$ cat config.mk
export PLATFORM = sky130hd
export DESIGN_NAME = mem_arbiter
export DESIGN_NICKNAME = d
export VERILOG_FILES = /design/src/rtl/mem_arbiter.sv
export SDC_FILE = /design/constraint.sdc
export NUM_CORES = 1
export LEC_CHECK = 0
export ABC_AREA = 1
export BUFFER_PORTS_ARGS = -buffer_cell sky130_fd_sc_hd__buf_2
export CAP_MARGIN = 0
export CORE_AREA = 2 2 115 117
export CTS_CLUSTER_SIZE = 8
export DETAILED_ROUTE_END_ITERATION = 6
export DIE_AREA = 0 0 117 119
export PLACE_DENSITY = 0.58
export SLEW_MARGIN = 5
export SYNTH_ARGS = -nofsm -noshare
export SYNTH_HDL_FRONTEND = slang
export SYNTH_SLANG_ARGS = --single-unit
$ cat constraint.sdc
create_clock -name clk -period 3.6 [get_ports clk]
set_input_delay 0.18 -clock clk [delete_from_list [all_inputs] [get_ports clk]]
set_output_delay 0.18 -clock clk [all_outputs]
set_load 0.01 [all_outputs]
$ cat src/rtl/mem_arbiter.sv
// mem_arbiter: shares one unified instruction/data memory between the
// multicycle core (port 0) and a DMA/debug loader (port 1). Ownership is
// registered; contention is resolved round-robin, with a hold limit so a
// continuously requesting owner cannot starve the other port. Memory reads
// are combinational and writes commit on the clock edge ending a grant.
module mem_arbiter #(
  parameter int WIDTH   = 32,
  parameter int HOLDMAX = 4
) (
  input  logic             clk,
  input  logic             reset,
  // port 0: CPU
  input  logic             req0,
  input  logic             we0,
  input  logic [WIDTH-1:0] adr0,
  input  logic [WIDTH-1:0] wd0,
  output logic             gnt0,
  output logic             stall0,
  output logic [WIDTH-1:0] rd0,
  // port 1: DMA / debug loader
  input  logic             req1,
  input  logic             we1,
  input  logic [WIDTH-1:0] adr1,
  input  logic [WIDTH-1:0] wd1,
  output logic             gnt1,
  output logic             stall1,
  output logic [WIDTH-1:0] rd1,
  // memory side
  output logic [WIDTH-1:0] memadr,
  output logic [WIDTH-1:0] memwd,
  output logic             memwe,
  input  logic [WIDTH-1:0] memrd
);

  // Hold counter wide enough to reach HOLDMAX-1 with headroom to saturate.
  localparam int CW = $clog2(HOLDMAX) + 1;
  localparam logic [CW-1:0] CNT_LIMIT = CW'(HOLDMAX - 1);
  localparam logic [CW-1:0] CNT_SAT   = {CW{1'b1}};

  // Owner encoding
  localparam logic [1:0] IDLE = 2'd0;
  localparam logic [1:0] OWN0 = 2'd1;
  localparam logic [1:0] OWN1 = 2'd2;

  logic [1:0]    r_owner;
  logic [CW-1:0] r_cnt;
  logic          r_last;   // port that most recently handed over ownership

  logic [1:0]    w_owner_next;
  logic [CW-1:0] w_cnt_next;
  logic          w_last_next;
  logic [CW-1:0] w_cnt_inc;

  logic [1:0]    w_req;
  logic [1:0]    w_we;
  logic [1:0]    w_gnt;
  logic [1:0]    w_stall;
  logic [1:0]    w_own_match;

  assign w_req = {req1, req0};
  assign w_we  = {we1, we0};

  // Which port the registered owner state selects.
  assign w_own_match[0] = (r_owner == OWN0);
  assign w_own_match[1] = (r_owner == OWN1);

  // Per-port grant and stall; grants are masked during reset so nothing
  // reaches memory while the arbiter is being cleared.
  genvar gi;
  generate
    for (gi = 0; gi < 2; gi++) begin : g_port
      assign w_gnt[gi]   = w_own_match[gi] & w_req[gi] & ~reset;
      assign w_stall[gi] = w_req[gi] & ~w_gnt[gi];
    end
  endgenerate

  assign gnt0   = w_gnt[0];
  assign gnt1   = w_gnt[1];
  assign stall0 = w_stall[0];
  assign stall1 = w_stall[1];

  // Read data is simply broadcast; each requester qualifies it with its grant.
  assign rd0 = memrd;
  assign rd1 = memrd;

  // Route the granted port's address/data to memory; zero when nobody owns it.
  always_comb begin
    memadr = '0;
    memwd  = '0;
    if (w_gnt[0]) begin
      memadr = adr0;
      memwd  = wd0;
    end else if (w_gnt[1]) begin
      memadr = adr1;
      memwd  = wd1;
    end
  end

  // Write strobe: only the granted port's we, and never while in reset
  // (covers reset landing in the middle of a write cycle).
  assign memwe = ((w_gnt[0] & w_we[0]) | (w_gnt[1] & w_we[1])) & ~reset;

  // Saturating increment for the hold counter.
  assign w_cnt_inc = (r_cnt == CNT_SAT) ? r_cnt : r_cnt + 1'b1;

  // Next-owner decision from the current requests. The hold counter only
  // advances while the other port is waiting; an uncontested owner keeps
  // the memory indefinitely with the counter parked at zero.
  always_comb begin
    w_owner_next = r_owner;
    w_cnt_next   = r_cnt;
    w_last_next  = r_last;
    case (r_owner)
      IDLE: begin
        w_cnt_next = '0;
        if (req0 && req1) begin
          w_owner_next = r_last ? OWN0 : OWN1;
        end else if (req0) begin
          w_owner_next = OWN0;
        end else if (req1) begin
          w_owner_next = OWN1;
        end else begin
          w_owner_next = IDLE;
        end
      end
      OWN0: begin
        if (req0 && (!req1 || (r_cnt < CNT_LIMIT))) begin
          w_owner_next = OWN0;
          w_cnt_next   = req1 ? w_cnt_inc : '0;
        end else if (req1) begin
          w_owner_next = OWN1;
          w_cnt_next   = '0;
          w_last_next  = 1'b0;
        end else begin
          w_owner_next = IDLE;
          w_cnt_next   = '0;
        end
      end
      OWN1: begin
        if (req1 && (!req0 || (r_cnt < CNT_LIMIT))) begin
          w_owner_next = OWN1;
          w_cnt_next   = req0 ? w_cnt_inc : '0;
        end else if (req0) begin
          w_owner_next = OWN0;
          w_cnt_next   = '0;
          w_last_next  = 1'b1;
        end else begin
          w_owner_next = IDLE;
          w_cnt_next   = '0;
        end
      end
      default: begin
        w_owner_next = IDLE;
        w_cnt_next   = '0;
      end
    endcase
  end

  // Ownership state; reset leaves last=1 so port 0 wins the first tie.
  always_ff @(posedge clk) begin
    if (reset) begin
      r_owner <= IDLE;
      r_cnt   <= '0;
      r_last  <= 1'b1;
    end else begin
      r_owner <= w_owner_next;
      r_cnt   <= w_cnt_next;
      r_last  <= w_last_next;
    end
  end

endmodule

* After elaboration in Yosys (flattened, before gate mapping) *
Index checks and enable logic that the tools add are counted.
Widths: inputs -> output; s select.

word-level totals
  output and inout bits = 133
  register bits after elaboration = 6
  logic and storage cells = 58
  input port bits = 166

cells by class
  multiplexer cells = 23
  bitwise gates (word level) = 13
  equal/unequal tests = 7
  magnitude comparators = 1
  reduce and logical (&&, ||, !) cells = 10
  $add $sub $neg = 1

operators by type and width
  operator             number
  $mux 32              4
  $mux 3               5
  $mux 2               6
  $and 1x1->1          9
  $ne 2x2->1 const B   4
  $pmux 2 s3           1
  $pmux 3 s2           1
  $mux 1               5
  $reduce_and 5->1     1
  $add 3x1->3 const B  1
  $eq 3x3->1 const B   1
  $logic_and 1x1->1    3
  $lt 3x2->1 const B   1
  $not 1->1            3
  $eq 2x1->1 const B   1
  $eq 2x2->1 const B   1
  $logic_not 1->1      2
  $logic_not 2->1      1
  $logic_or 1x1->1     2
  $pmux 1 s2           1
  $reduce_bool 2->1    1
  $or 1x1->1           1

* Longest topological paths before layout *
  word-level depth = 6
  depth in mapped cells = 8
  mapped depth without buffers = 8

* Least setup slack after synthesis *
No wires, ideal clock.

  path type = reg-to-output
  start = register r_owner[1]
  end = output memadr[13]
  data arrival time = 1.341 ns
  cell stages (with the launch flop) = 8
  data required time = 3.420 ns
  buffers on the path = 2
  setup slack = 2.079 ns
  cells stage by stage = dfxtp_1 -> inv_1 -> ha_1 -> nand2_2 -> buf_4 -> buf_4 -> nand2_1 -> o21ai_0

on the way
  word-level cells in the longest chain between the ends = 5
  elaborated cells on any way between the ends = 8
  classes of those cells = eq/ne (2); mux (2); bitwise (4)

RTL lines
  what                       line  RTL
  start, declared            45    logic [1:0] r_owner;
  start signal, assigned     166   r_owner <= w_owner_next;
  $eq 2x2->1                 65    assign w_own_match[1] = (r_owner == OWN1);
  $and 1x1->1 (2 in series)  72    assign w_gnt[gi] = w_own_match[gi] & w_req[gi] & ~reset;
  $mux 32                    93    end else if (w_gnt[1]) begin
  $mux 32 (*)                90    if (w_gnt[0]) begin
  end, declared              29    output logic [WIDTH-1:0] memadr,

Mark *: on every way between the ends. The rest lies on a longest branch, timed or not.

* Worst setup path after layout *
  start = register r_owner[1]
  end = output memwd[13]

on the way
  word-level cells in the longest chain between the ends = 5
  elaborated cells on any way between the ends = 8
  classes of those cells = eq/ne (2); mux (2); bitwise (4)

RTL lines
  what                       line  RTL
  $eq 2x2->1                 65
  $and 1x1->1 (2 in series)  72
  $mux 32                    93
  $mux 32 (*)                90
  end, declared              30    output logic [WIDTH-1:0] memwd,

Marks and branches as above.

==> impl_metrics.py <==
metrics = {
    "status": {
        "status": "completed",
    },
    "floorplan": {
        "die_width_um": 117,
        "placeableCoreArea_um2": 12900,
        "ioPinCount": 299,
        "initial_core_utilization_pct": 15.7,
        "die-area_um2": 13900,
        "dieHeight_um": 119,
        "rows": 42,
    },
    "min_path": {
        "hp-class": "in2reg",
    },
    "logic_synthesis": {
        "synthesis.instances": 339,
        "seq_area_frac_synth_pct": 5.94,
        "syn-mean-instance-area_um2": 5.96,
        "number_of_warnings_reported_in_the_yosys_synthesis_log": 0,
        "syn-num-nets": 510,
        "synth_area_leaders": "sky130_fd_sc_hd__buf_4 26%, sky130_fd_sc_hd__nand2_1 22%, sky130_fd_sc_hd__o21ai_2 13%, sky130_fd_sc_hd__o21ai_0 8.2%, sky130_fd_sc_hd__nand2_2 6.5%",
        "netlist_area_um2": 2020,
        "synth_cell_types": 24,
        "ys_seq_elements": 6,
        "synth_area_leader_cell": "sky130_fd_sc_hd__buf_4",
        "synth_top_area_share_pct": 25.6,
    },
    "setup_path": {
        "cp.required_ns": 3.42,
        "critical_path.n_buffers_inverters": 3,
        "worst_path_max_delay_cell": "sky130_fd_sc_hd__nor2_4",
        "end_kind": "output pin",
        "cp_cell_sequence": "inv_1 -> ha_1 -> nand2_2 -> nor2_4 -> buf_4 -> nand2_1 -> o21ai_1 -> buf_2",
        "timing_worst_setup_path_type": "reg2out",
        "slowest_delay_ns": 0.43,
        "crit_family": "buffers and inverters",
        "startpoint_type": "flip-flop",
        "cp_data_arrival_time_ns": 2.20,
        "worstPathMaxFanout": 31,
    },
    "power": {
        "power.combinational.fraction_pct": 47.8,
        "pwr-share-clk_pct": 37.0,
        "cellLeakagePower_nw": 1.65,
        "cellPowerDensity_nw_per_um2": 178,
        "power.switching_w": 0.000169,
        "power.sequential.fraction_pct": 15.2,
        "power.internal_w": 0.000320,
        "ir_drop_mv": 0.234,
        "sw_ratio_pct": 34.5,
    },
    "cts": {
        "tritoncts": "yes",
        "cts_setup_buffers": 0,
        "ctsHoldBuffers": 0,
        "cts_max_path_buffers": 2,
        "insertion_delay_ns": 0.23,
        "clkTransAtPathRegs_ns": 0.03,
        "root_buffer": "sky130_fd_sc_hd__clkbuf_16",
        "cts_buffers": 3,
        "postCtsResizedCells": 0,
        "cts.sink_count": 6,
        "cts-htree-levels": 1,
    },
    "timing": {
        "fin_setup_tns_ns": 0,
        "slew_viol_final": 0,
        "max_clock_freq_ghz": 0.421,
        "timing.final.setup_violations": 0,
        "rsz0062_at_grt": "no",
        "relSlewSlack_pct": 54.0,
        "skew_ns": 0.00123,
        "worstMarginPinSlew_ns": 0.689,
        "finalHoldViolCount": 0,
        "layout_min_cycle_time_ns": 2.38,
        "hold_slack_ns": 0.265,
        "min_period_over_period_pct": 66.0,
    },
    "layout": {
        "area_delta_synth_final_pct": 35.8,
        "n_antenna_cell": 0,
        "mostFrequentLayoutCells": "202 x sky130_fd_sc_hd__buf_2, 121 x sky130_fd_sc_hd__nand2_1, 33 x sky130_fd_sc_hd__o21ai_0, 30 x sky130_fd_sc_hd__o21ai_2, 21 x sky130_fd_sc_hd__nand2_2",
        "final_util_pct": 21.3,
        "layout.filler_cells": 1457,
        "multiInputGateArea_um2": 1230,
        "number_of_nets_in_the_finished_design": 637,
        "drive_gt1_share_pct": 56.7,
        "ff_latch_area_um2": 120,
        "commonest_non_fill_non_tap_cell_in_the_layout": "sky130_fd_sc_hd__buf_2",
    },
    "global_route": {
        "grt_pass1_wl_mm": 9.67,
        "antenna_found_initial": 0,
        "grt_max_degree": 66,
        "grt_pass1_vias": 2033,
        "global_route_overflow": 0,
        "grt.total_usage_pct": 8.61,
    },
    "drt": {
        "detail_route.iter0.violations": 98,
        "wire_per_inst_um": 10.8,
        "remaining_drc_errors": 0,
        "vias": 2498,
        "count_of_antenna_violating_nets_left_after_detailed_routing": 0,
        "route.detailed.vias_per_inst": 3.90,
        "routed_wl_mm": 6.88,
        "drt_pass1_iterations": 6,
    },
    "placed_design": {
        "routabilityCongestion": 0.770,
        "placement.io_buffers": 202,
        "detailed_place_hpwl_mm": 5.48,
    },
    "job": {
        "drv.max_cap_violation_count": 0,
    },
}
## metrics by stage
step,instances,instance area [µm²],setup slack (ns),power [W]
floorplan,339,2020,2.08,0.000270
global placement,637,2670,1.51,0.000311
detailed placement,637,2670,1.44,0.000310
CTS,640,2740,1.19,0.000495
global route,640,2740,0.983,0.000527
finish,640,2740,1.22,0.000489
## worst min-delay path, stage by stage
cell,delay (ns)
sky130_fd_sc_hd__buf_2,0.15
sky130_fd_sc_hd__nand2_1,0.08
sky130_fd_sc_hd__a21oi_1,0.04
## flip-flops by register name, indices dropped and copies added (netlist names)
signal,count
r_cnt,3
r_owner,2
r_last,1
## Yosys cell counts (all sizes together)
master and n:
nand2 142, buf 84, o21ai 65, inv 12
nor2 9, dfxtp 6, ha 5, nand3 5
a21oi 3, a21boi 1, a22o 1, a31oi 1
and3 1, clkbuf 1, mux2i 1, o211ai 1
xnor2 1
## power groups by stage
stage	clock network, W	registers [W]	logic, W
after detailed placement	0	0.0000753	0.000235
after global placement	0	0.0000753	0.000235
after floorplan	0	0.0000747	0.000195
after global routing	0.000188	0.0000751	0.000263
after CTS	0.000185	0.0000743	0.000236
final	0.000181	0.0000745	0.000234
## layer usage
metal | part of all wire, % | wire, µm | track usage, %
met1 | 41 | 2800 | 9.94
met2 | 45 | 3090 | 14.8
met3 | 12 | 825 | 2.80
met4 | 2.4 | 167 | 2.94
met5 | 0 | 0 | 0
## kinds of logic (layout without fill, tap and decap cells)
logic type / Yosys count / count (layout) / share of synthesized area, %
AND/OR/NAND/NOR: 157 / 157 / 32.6
buffers and inverters: 97 / 222 / 33.6
AO/OA/AOI/OAI: 72 / 72 / 23.9
flip-flops: 6 / 6 / 5.94
adder cells (fa/ha/maj): 5 / 5 / 3.10
XOR/XNOR: 1 / 1 / 0.434
multiplexers: 1 / 1 / 0.495
## final timing paths
check | startpoint | endpoint | slack, ns | depth (start not counted)
max | r_owner[1]$_SDFF_PP0_ | memwd[13] | 1.22 | 8
min | req1 | r_owner[1]$_SDFF_PP0_ | 0.27 | 3
min reg2reg | r_last$_SDFFE_PP1P_ | r_last$_SDFFE_PP1P_ | 0.50 | 2
max reg2reg | r_owner[1]$_SDFF_PP0_ | r_cnt[0]$_SDFF_PP0_ | 1.63 | 9
## cell type report
cell class | count | share of cell area (%)
Sequential cell | 6 | 4.38
Clock buffer | 3 | 2.74
Timing Repair Buffer | 207 | 38.2
Inverter | 12 | 1.64
Multi-Input combinational cell | 236 | 45.0
Tap cell | 176 | 8.03
Note: power is estimated with default switching activity, not from simulation.
